`src/rtl/output_delta_gen_pkg.sv`:
```
// Shared definitions for the output-layer delta generator: cost selectors,
// FSM state encoding and fixed-point helpers.
package output_delta_gen_pkg;

    localparam int COST_QUADRATIC = 0;
    localparam int COST_XENT      = 1;

    typedef enum logic {
        ST_FILL  = 1'b0,
        ST_SERVE = 1'b1
    } state_t;

    // Fixed-point 1.0 for a given number of fractional bits.
    function automatic int one_fx(input int frac_bits);
        return 1 << frac_bits;
    endfunction

    function automatic logic signed [63:0] sat_width(input logic signed [63:0] v, input int w);
        logic signed [63:0] hi;
        logic signed [63:0] lo;
        hi = (64'sd1 <<< (w - 1)) - 64'sd1;
        lo = -(64'sd1 <<< (w - 1));
        if (v > hi) begin
            return hi;
        end else if (v < lo) begin
            return lo;
        end
        return v;
    endfunction

endpackage

```
`src/rtl/output_delta_gen_delta_cell.sv`:
```
// One output neuron's error term: (a - y) optionally scaled by sigmoid',
// rounded half-up back to the data format and saturated.
module output_delta_gen_delta_cell
    import output_delta_gen_pkg::*;
#(
    parameter int width     = 16,
    parameter int frac_bits = 10,
    parameter int cost_type = COST_QUADRATIC
) (
    input  logic [width-1:0]        i_actn,
    input  logic [width-1:0]        i_sp,
    input  logic                    i_y,
    output logic signed [width-1:0] o_delta
);

    localparam int PW = 2 * width + 2;

    logic signed [width:0]  w_one;
    logic signed [width:0]  w_diff;
    logic signed [PW-1:0]   w_prod;
    logic signed [PW-1:0]   w_half;
    logic signed [PW-1:0]   w_rsum;
    logic signed [PW-1:0]   w_shift;
    logic signed [63:0]     w_pre;
    logic signed [63:0]     w_sat;

    assign w_one  = (width + 1)'(one_fx(frac_bits));
    assign w_diff = $signed({1'b0, i_actn}) - (i_y ? w_one : '0);
    assign w_prod = w_diff * $signed({1'b0, i_sp});

    // Adding half an LSB before the arithmetic shift gives round-half-up.
    assign w_half  = PW'(one_fx(frac_bits) >> 1);
    assign w_rsum  = w_prod + w_half;
    assign w_shift = w_rsum >>> frac_bits;

    always_comb begin
        w_pre = 64'(w_shift);
        if (cost_type == COST_XENT) begin
            w_pre = 64'(w_diff);
        end
    end

    assign w_sat   = sat_width(w_pre, width);
    assign o_delta = width'(w_sat);

endmodule

```
`src/rtl/output_delta_gen.sv`:
```
// Output-layer delta source: buffers one layer of deltas while tracking the
// argmax check, then streams the deltas to the backprop stages.
module output_delta_gen
    import output_delta_gen_pkg::*;
#(
    parameter int n          = 8,
    parameter int z          = 8,
    parameter int fi         = 4,
    parameter int width      = 16,
    parameter int int_bits   = 5,
    parameter int frac_bits  = 10,
    parameter int cost_type  = COST_QUADRATIC,
    localparam int zn        = z / fi,
    localparam int NB        = n / zn,
    localparam int IDX_W     = (NB > 1) ? $clog2(NB) : 1,
    localparam int NIDX_W    = (n > 1) ? $clog2(n) : 1
) (
    input  logic                  clk,
    input  logic                  reset,
    input  logic                  in_valid,
    output logic                  in_ready,
    input  logic [width*zn-1:0]   actn_package,
    input  logic [width*zn-1:0]   sp_package,
    input  logic [zn-1:0]         y_package,
    output logic                  out_valid,
    input  logic                  out_ready,
    output logic [width*zn-1:0]   delta_package,
    output logic [IDX_W-1:0]      out_idx,
    output logic                  out_last,
    output logic                  correct,
    output logic                  done
);

    if ((int_bits + frac_bits + 1 != width) || (n % zn != 0) ||
        (cost_type != COST_QUADRATIC && cost_type != COST_XENT)) begin : g_param_err
        $error("output_delta_gen: inconsistent parameters");
    end

    state_t                     r_state;
    state_t                     w_state_nxt;
    logic                       w_in_acc;
    logic                       w_out_acc;
    logic                       w_last_in;
    logic [IDX_W-1:0]           r_wr_cnt;
    logic [IDX_W-1:0]           r_rd_cnt;
    logic [IDX_W-1:0]           w_rd_nxt;
    logic [width*zn-1:0]        w_delta_pkg;
    logic [width*zn-1:0]        w_slot0;
    logic [NB-1:0][width*zn-1:0] r_buf;
    logic [width*zn-1:0]        r_delta_out;
    logic                       r_out_last;
    logic                       r_correct;
    logic                       r_done;
    logic [width-1:0]           r_max;
    logic [width-1:0]           w_max;
    logic [NIDX_W-1:0]          r_max_idx;
    logic [NIDX_W-1:0]          w_max_idx;
    logic                       r_y_found;
    logic                       w_y_found;
    logic [NIDX_W-1:0]          r_y_idx;
    logic [NIDX_W-1:0]          w_y_idx;

    for (genvar k = 0; k < zn; k++) begin : g_cell
        output_delta_gen_delta_cell #(
            .width     (width),
            .frac_bits (frac_bits),
            .cost_type (cost_type)
        ) u_cell (
            .i_actn  (actn_package[width*k +: width]),
            .i_sp    (sp_package[width*k +: width]),
            .i_y     (y_package[k]),
            .o_delta (w_delta_pkg[width*k +: width])
        );
    end

    assign w_last_in = (r_wr_cnt == IDX_W'(NB - 1));
    assign w_rd_nxt  = r_rd_cnt + IDX_W'(1);
    // A one-beat layer writes slot 0 on the same edge it must be presented.
    assign w_slot0   = (r_wr_cnt == '0) ? w_delta_pkg : r_buf[0];

    always_comb begin
        w_state_nxt = r_state;
        in_ready    = 1'b0;
        out_valid   = 1'b0;
        w_in_acc    = 1'b0;
        w_out_acc   = 1'b0;
        case (r_state)
            ST_FILL: begin
                in_ready = 1'b1;
                w_in_acc = in_valid;
                if (w_in_acc && w_last_in) begin
                    w_state_nxt = ST_SERVE;
                end
            end
            ST_SERVE: begin
                out_valid = 1'b1;
                w_out_acc = out_ready;
                if (w_out_acc && r_out_last) begin
                    w_state_nxt = ST_FILL;
                end
            end
            default: w_state_nxt = ST_FILL;
        endcase
    end

    // Running argmax restarts on beat 0; strict compare keeps the lowest index on ties.
    always_comb begin
        w_max     = (r_wr_cnt == '0) ? '0   : r_max;
        w_max_idx = (r_wr_cnt == '0) ? '0   : r_max_idx;
        w_y_found = (r_wr_cnt == '0) ? 1'b0 : r_y_found;
        w_y_idx   = (r_wr_cnt == '0) ? '0   : r_y_idx;
        for (int k = 0; k < zn; k++) begin
            if (actn_package[width*k +: width] > w_max) begin
                w_max     = actn_package[width*k +: width];
                w_max_idx = NIDX_W'(int'(r_wr_cnt) * zn + k);
            end
            if (!w_y_found && y_package[k]) begin
                w_y_found = 1'b1;
                w_y_idx   = NIDX_W'(int'(r_wr_cnt) * zn + k);
            end
        end
    end

    always_ff @(posedge clk or negedge reset) begin
        if (!reset) begin
            r_state <= ST_FILL;
        end else begin
            r_state <= w_state_nxt;
        end
    end

    always_ff @(posedge clk or negedge reset) begin
        if (!reset) begin
            r_wr_cnt    <= '0;
            r_rd_cnt    <= '0;
            r_delta_out <= '0;
            r_out_last  <= 1'b0;
            r_correct   <= 1'b0;
            r_done      <= 1'b0;
            r_max       <= '0;
            r_max_idx   <= '0;
            r_y_found   <= 1'b0;
            r_y_idx     <= '0;
        end else begin
            r_done <= 1'b0;
            if (w_in_acc) begin
                r_max     <= w_max;
                r_max_idx <= w_max_idx;
                r_y_found <= w_y_found;
                r_y_idx   <= w_y_idx;
                if (w_last_in) begin
                    r_wr_cnt    <= '0;
                    r_rd_cnt    <= '0;
                    r_delta_out <= w_slot0;
                    r_out_last  <= (NB == 1);
                    r_correct   <= w_y_found && (w_y_idx == w_max_idx);
                end else begin
                    r_wr_cnt <= r_wr_cnt + IDX_W'(1);
                end
            end
            if (w_out_acc) begin
                if (r_out_last) begin
                    r_rd_cnt   <= '0;
                    r_out_last <= 1'b0;
                    r_done     <= 1'b1;
                end else begin
                    r_rd_cnt    <= w_rd_nxt;
                    r_delta_out <= r_buf[w_rd_nxt];
                    r_out_last  <= (w_rd_nxt == IDX_W'(NB - 1));
                end
            end
        end
    end

    always_ff @(posedge clk) begin
        if (w_in_acc) begin
            r_buf[r_wr_cnt] <= w_delta_pkg;
        end
    end

    assign delta_package = r_delta_out;
    assign out_idx       = r_rd_cnt;
    assign out_last      = r_out_last;
    assign correct       = r_correct;
    assign done          = r_done;

endmodule
```
`config.mk`:
```
export PLATFORM = sky130hd
export DESIGN_NAME = output_delta_gen
export DESIGN_NICKNAME = d
export VERILOG_FILES = /design/src/rtl/output_delta_gen_pkg.sv /design/src/rtl/output_delta_gen_delta_cell.sv /design/src/rtl/output_delta_gen.sv
export SDC_FILE = /design/constraint.sdc
export NUM_CORES = 2
export LEC_CHECK = 0
export CAP_MARGIN = 20
export CORE_MARGIN = 2
export CORE_UTILIZATION = 30
export DETAILED_ROUTE_END_ITERATION = 10
export GPL_TIMING_DRIVEN = 0
export PLACE_DENSITY = 0.42
export SLEW_MARGIN = 5
export SYNTH_ARGS = -nofsm -noshare
export SYNTH_HDL_FRONTEND = slang
export SYNTH_SLANG_ARGS = --single-unit
```
`constraint.sdc`:
```
create_clock -name clk -period 6.7 [get_ports clk]
set_clock_uncertainty 0.1 [all_clocks]
set_input_delay 0.67 -clock clk [delete_from_list [all_inputs] [get_ports clk]]
set_output_delay 0.67 -clock clk [all_outputs]
set_load 0.005 [all_outputs]
```
=== After elaboration in Yosys (flattened, before gate mapping) ===
Index checks and enable logic that the tools add are counted.

* $add $sub $neg: 7
* $mul: 2
* Order comparisons: 9
* Equal/unequal tests: 3
* Mux-type cells: 52
* Bitwise operators: 1
* Reduce and logical (&&, ||, !) cells: 13

{| class="wikitable"
|+ Operators with widths
! kind !! number
|-
| 32-bit 2-to-1 mux || 7
|-
| 16-bit 2-to-1 mux || 9
|-
| 128-bit bitwise mux || 1
|-
| 34-bit by 11-bit adder with 34-bit output, second input constant || 2
|-
| 17-bit by 17-bit multiplier with 34-bit output || 2
|-
| 32-bit binary-select mux with 2-bit select || 1
|-
| 32-bit demux with 2-bit select || 1
|-
| 24-bit by 16-bit greater-than comparator with 1-bit output, second input constant || 2
|-
| 24-bit by 16-bit < comparator with 1-bit output, second input constant || 2
|-
| 16-bit by 11-bit subtractor with 17-bit output || 2
|-
| 16-bit greater-than comparator || 2
|-
| 11-bit 2-to-1 mux || 2
|-
| 1-bit 2-to-1 mux || 19
|-
| 3-bit 2-to-1 mux || 6
|-
| 2-bit 2-to-1 mux || 5
|-
| 1-bit logical AND || 6
|-
| 2-bit by 3-bit < comparator with 1-bit output, second input constant || 2
|-
| 2-bit by 1-bit adder with 2-bit output, second input constant || 2
|-
| 2-bit equality test, second input constant || 2
|-
| 2-bit AND reduction || 2
|-
| 2-bit nonzero test || 2
|-
| 3-bit by 1-bit adder with 3-bit output, second input constant || 1
|-
| 3-bit equality test || 1
|-
| 2-bit by 1-bit greater-or-equal comparator with 1-bit output, second input constant || 1
|-
| other kinds (4) || 5
|}

* Bits in registers: 191
* Output and inout bits: 39

=== Longest topological paths before layout ===
* Word-level depth: 13
* Gate-level depth with buffers: 32
* Depth with buffers taken out: 29

=== Cells and area by module ===
From an unflattened synthesis, not the netlist that was laid out.

* Cells, all modules: 3156
* Area total of the unflattened synthesis: 31312.5 um^2

{| class="wikitable"
|+ Modules (own cells, without submodules)
! module !! instances !! cells each !! area an instance (um^2)
|-
| output_delta_gen_delta_cell (g_cell[0].u_cell) || 1 || 1261 || 11200.7
|-
| output_delta_gen_delta_cell (g_cell[1].u_cell) || 1 || 1213 || 10885.4
|-
| output_delta_gen || 1 || 682 || 9226.3
|}

=== Worst setup path before layout ===
No wires, ideal clock.

* Kind: input to register
* Start: in actn_package[26]
* End: reg r_buf[117] (netlist name), data pin
* Setup time: 263 ps
* Data arrival time: 7853 ps
* Required time: 6337 ps
* Slack: -1516 ps
* Cell stages on the path: 28
* Path buffers: 3
* Path through: inv_1 > ha_1 > ha_1 > and3b_1 > clkbuf_1 > clkbuf_1 > nand2_1 > fa_1 > fa_1 > inv_1 > fa_1 > fa_1 > fa_1 > inv_1 > fa_1 > inv_1 > ha_1 > a21o_1 > or3_1 > o311a_1 > a311o_1 > o311a_1 > a22oi_1 > nand4b_1 > o311ai_1 > nor2b_1 > buf_2 > a21o_1

* Longest elaborated chain between the ends: 8

{| class="wikitable"
|+ RTL lines
! what !! line !! source
|-
| from (decl) || output_delta_gen.sv:22 || <nowiki>input logic [width*zn-1:0] actn_package,</nowiki>
|-
| 16-bit by 11-bit subtractor with 17-bit output (*) || output_delta_gen_delta_cell.sv:28 || <nowiki>assign w_diff = $signed({1'b0, i_actn}) - (i_y ? w_one : '0);</nowiki>
|-
| 17-bit by 17-bit multiplier with 34-bit output (*) || output_delta_gen_delta_cell.sv:29 || <nowiki>assign w_prod = w_diff * $signed({1'b0, i_sp});</nowiki>
|-
| 34-bit by 11-bit adder with 34-bit output (*) || output_delta_gen_delta_cell.sv:33 || <nowiki>assign w_rsum = w_prod + w_half;</nowiki>
|-
| 24-bit by 16-bit < comparator with 1-bit output || output_delta_gen_pkg.sv:25 || <nowiki>end else if (v < lo) begin</nowiki>
|-
| 1-bit 2-to-1 mux || output_delta_gen_pkg.sv:25 ||
|-
| 1-bit 2-to-1 mux || output_delta_gen_pkg.sv:23 || <nowiki>if (v > hi) begin</nowiki>
|-
| 16-bit 2-to-1 mux (*) || output_delta_gen_pkg.sv:28 || <nowiki>return v;</nowiki>
|-
| named net g_cell[1].u_cell.o_delta[5] || output_delta_gen_delta_cell.sv:13 || <nowiki>output logic signed [width-1:0] o_delta</nowiki>
|-
| 128-bit bitwise mux (*) || output_delta_gen.sv:177 || <nowiki>r_buf[r_wr_cnt] <= w_delta_pkg;</nowiki>
|-
| to (signal, indexed assignment) || output_delta_gen.sv:177 ||
|-
| to (decl) || output_delta_gen.sv:49 || <nowiki>logic [NB-1:0][width*zn-1:0] r_buf;</nowiki>
|}

Mark *: on every way through the listed nets, which the timed path passes. The rest lies on a longest branch.
A chain may end at the register's enable or synchronous reset.

=== Worst setup path in the final report ===
* Start: in actn_package[11]
* End: reg r_buf[3] (netlist name), data pin

* Longest elaborated chain between the ends: 8

{| class="wikitable"
|+ RTL lines
! what !! line
|-
| 16-bit by 11-bit subtractor with 17-bit output (*) || output_delta_gen_delta_cell.sv:28
|-
| 17-bit by 17-bit multiplier with 34-bit output (*) || output_delta_gen_delta_cell.sv:29
|-
| 34-bit by 11-bit adder with 34-bit output (*) || output_delta_gen_delta_cell.sv:33
|-
| 24-bit by 16-bit < comparator with 1-bit output || output_delta_gen_pkg.sv:25
|-
| 1-bit 2-to-1 mux || output_delta_gen_pkg.sv:25
|-
| 1-bit 2-to-1 mux || output_delta_gen_pkg.sv:23
|-
| 16-bit 2-to-1 mux (*) || output_delta_gen_pkg.sv:28
|-
| named net g_cell[0].u_cell.o_delta[3] || output_delta_gen_delta_cell.sv:13
|-
| 128-bit bitwise mux (*) || output_delta_gen.sv:177
|}

Marks and branches as above.

==> flow_summary.toml <==
[status]
outcome = "finished, violations left"
violations = "negative setup slack"

[sta]
maxSlewViolCount = 0
period_share_pct = 113
fin_crit_ns = 7.59
finalHoldWorstSlack_ns = 0.0152
hold_violations = 0
tightest_slew_ns = 1.07
rsz0062_at_grt = "true"
max_freq_mhz = 132
fin_ws_ns = -0.891
relSlewSlack_pct = 28.7
setup_violations = 160

[die]
io_pins = 109
die_w_um = 327
die_area_sq_um = 107000
dieHeight_um = 327
core_area_sq_um = 103000
initial_core_util_pct = 30.2
rows = 118

[cts]
cts_tree = "done"
cts-buffers-inserted = 17
path_clk_slew_ns = 0.08
cts.sinks = 191
worstSkewPairLatency_ns = 0.44
htreeDepth = 4
clk_path_buf_depth = 2
clockRootBuffer = "clkbuf_16"

[synth]
yosysSeqAreaShare_pct = 17.4
synthesis.instances = 3178
synth_ff_type = "edfxtp_1"
syn_area_per_cell_sq_um = 9.83
synth_edf_count = 128
synth_warnings = 0
async_flop_share_pct = 33.0
syn_nets = 4037
synth_area_leader_cell = "fa_1"
ys_types = 85
synth_area_leaders = "fa_1, edfxtp_1, ha_1"
synth_top_area_share_pct = 35.6
synth_seq_cells = 191
synth_area_sq_um = 31200

[routing]
wl_met2_mm = 48.6
vias = 22700
drtIter0Drc = 1107
remaining_drc_errors = 0
drt-met1-wl_mm = 45.0
highest_layer = "met4"
wirelength_mm = 99.8
ant_nets = 0
wl_met3_mm = 3.45
viasPerCell = 4.69
wl_per_cell_um = 20.6
firstDrtPassIters = 7

[setup_path]
crit_arrival_ns = 7.69
crit_path_end_kind = "flop"
path_class = "primary input to flop"
worstSetupPathDepth = 32
cp_slowest_cell = "fa_1"
required_ns = 6.79
critPathBufInv = 13
critPathMaxFanout = 7
critPathLaunchType = "primary input"
cp_common_cell = "fa_1"
cp_top_family = "adder cells"
cpPeakStageDelay_ns = 0.55
r2r_cells = 25

[worst_hold_path]
hp-class = "primary input to asynchronous set/reset pin"

[global_routing]
grt_pass1_vias = 24800
grt-ovfl-total = 0
grt_start_max_net_pins = 47
grt_pass1_wl_mm = 154
antenna_found_initial = 2
grtUsageTotal_pct = 19.2

[cells_and_area]
seqCellArea_sq_um = 5420
mostFrequentLayoutCell = "inv_1"
n_fill_cell = 10600
synthToLayoutAreaGrowth_pct = 22.8
mostFrequentLayoutCells = "inv_1, fa_1, nand2_1"
multi_input_area_sq_um = 24500
final_core_util_pct = 37.1
fin_nets = 4300
drive_above_1_share_pct = 19.5

[placement]
port_buffers = 104
dpl.hpwl_mm = 80.1
gp_congestion = 0.831

[run]
max_cap_violations = 0
==> sequential cells by signal (all words and copies together), names as in the netlist <==
name	flops
r_max_idx	3
out_last	1
done	1
r_state	1
r_y_found	1
r_max	16
r_y_idx	3
delta_package	32
r_wr_cnt	2
r_buf	128
out_idx	2
correct	1
==> routing by layer <==
| metal | up-vias | global-route usage [%] |
|---|---|---|
| met1 | 11700 | 25.5 |
| met2 | 371 | 32.8 |
| met4 | 0 | 5.16 |
| li1 | 10500 | - |
| met3 | 80 | 2.42 |
| met5 | - | 0 |
==> cell usage after synthesis (4+ instances only) <==
cell type / number
ha_1: 233
buf_2: 8
nor3_1: 13
nand4_1: 16
o31ai_1: 5
and4_1: 6
edfxtp_1: 128
o22ai_2: 10
mux4_2: 32
nor4_1: 5
a21oi_1: 85
buf_1: 4
nand2b_1: 58
o21ai_0: 42
clkbuf_1: 123
a211oi_1: 36
a22oi_1: 6
a21o_1: 71
inv_1: 707
or3_1: 9
mux2i_1: 5
o21a_1: 9
fa_1: 556
a222oi_1: 9
or2_2: 7
o21bai_1: 6
nand3_1: 31
dfrtp_1: 63
nor3b_1: 18
o21ai_1: 4
nand2_1: 290
o22ai_1: 10
a31oi_1: 21
and2_1: 249
nor2_1: 96
and3_1: 12
nor2b_1: 35
nand3b_1: 8
o211ai_1: 22
xor2_1: 25
xnor2_1: 42
==> what timing repair did <==
item                       CTS  global route
setup buffers               96            48
hold buffers                 0             0
cloned                       4             1
setup endpoints to repair  162           165
resized for setup          441           179
pin swaps                  125           110
==> per-stage QoR <==
stage / cell area (sq um) / setup slack (ns) / TNS (ns) / cells
5_1_grt: 38400 / -1.09 / -163.21 / 4834
2_1_floorplan: 32000 / -1.03 / -125.46 / 3178
4_1_cts: 37400 / -0.983 / -139.23 / 4786
3_5_place_dp: 34900 / -3.38 / -498.16 / 4666
3_3_place_gp: 34800 / -3.37 / -498.29 / 4662
6_report: 38400 / -0.891 / -129.62 / 4835
==> path summary, 6_finish.rpt <==
path	from	to	slack (ns)
max in group asynchronous	reset	r_max_idx[0]$_DFFE_PN0P_	5.88
setup reg to reg	r_wr_cnt[0]$_DFFE_PN0P_	correct$_DFFE_PN0P_	0.52
min in group clk	r_max[14]$_DFFE_PN0P_	r_max[14]$_DFFE_PN0P_	0.38
hold reg to reg	r_max[14]$_DFFE_PN0P_	r_max[14]$_DFFE_PN0P_	0.38
hold / removal	reset	delta_package[0]$_DFF_PN0_	0.02
setup / recovery	actn_package[11]	r_buf[3]$_DFFE_PP_	-0.89
==> logic make-up (layout without fill, tap and decap cells) <==
kind of cell               count (synthesis)  count (layout)  synth area share (%)
and+or+nand+nor                          868             868                  14.4
buffers and inverters                    847            1123                  10.3
adders and majority gates                789             789                  45.0
AOI/OAI and AO/OA                        375             375                  8.50
DFF                                      191             191                  17.4
xor gates and xnor gates                  67              67                  1.88
muxes                                     41              41                  2.61
other                                      0               1                     0
==> cell type report <==
type | count | area share [%]
multi-input combinational | 2140 | 63.9
sequential | 191 | 14.1
inverter | 709 | 7.07
timing repair buffer | 256 | 6.40
tap | 1380 | 4.50
buffer | 126 | 2.45
clock buffer | 18 | 1.12
clock inverter | 14 | 0.444
antenna | 1 | 0.00652
Power is left out: the tool's default activity adds up to more than one toggle a clock period on the data nets, which glitch-free logic cannot reach.
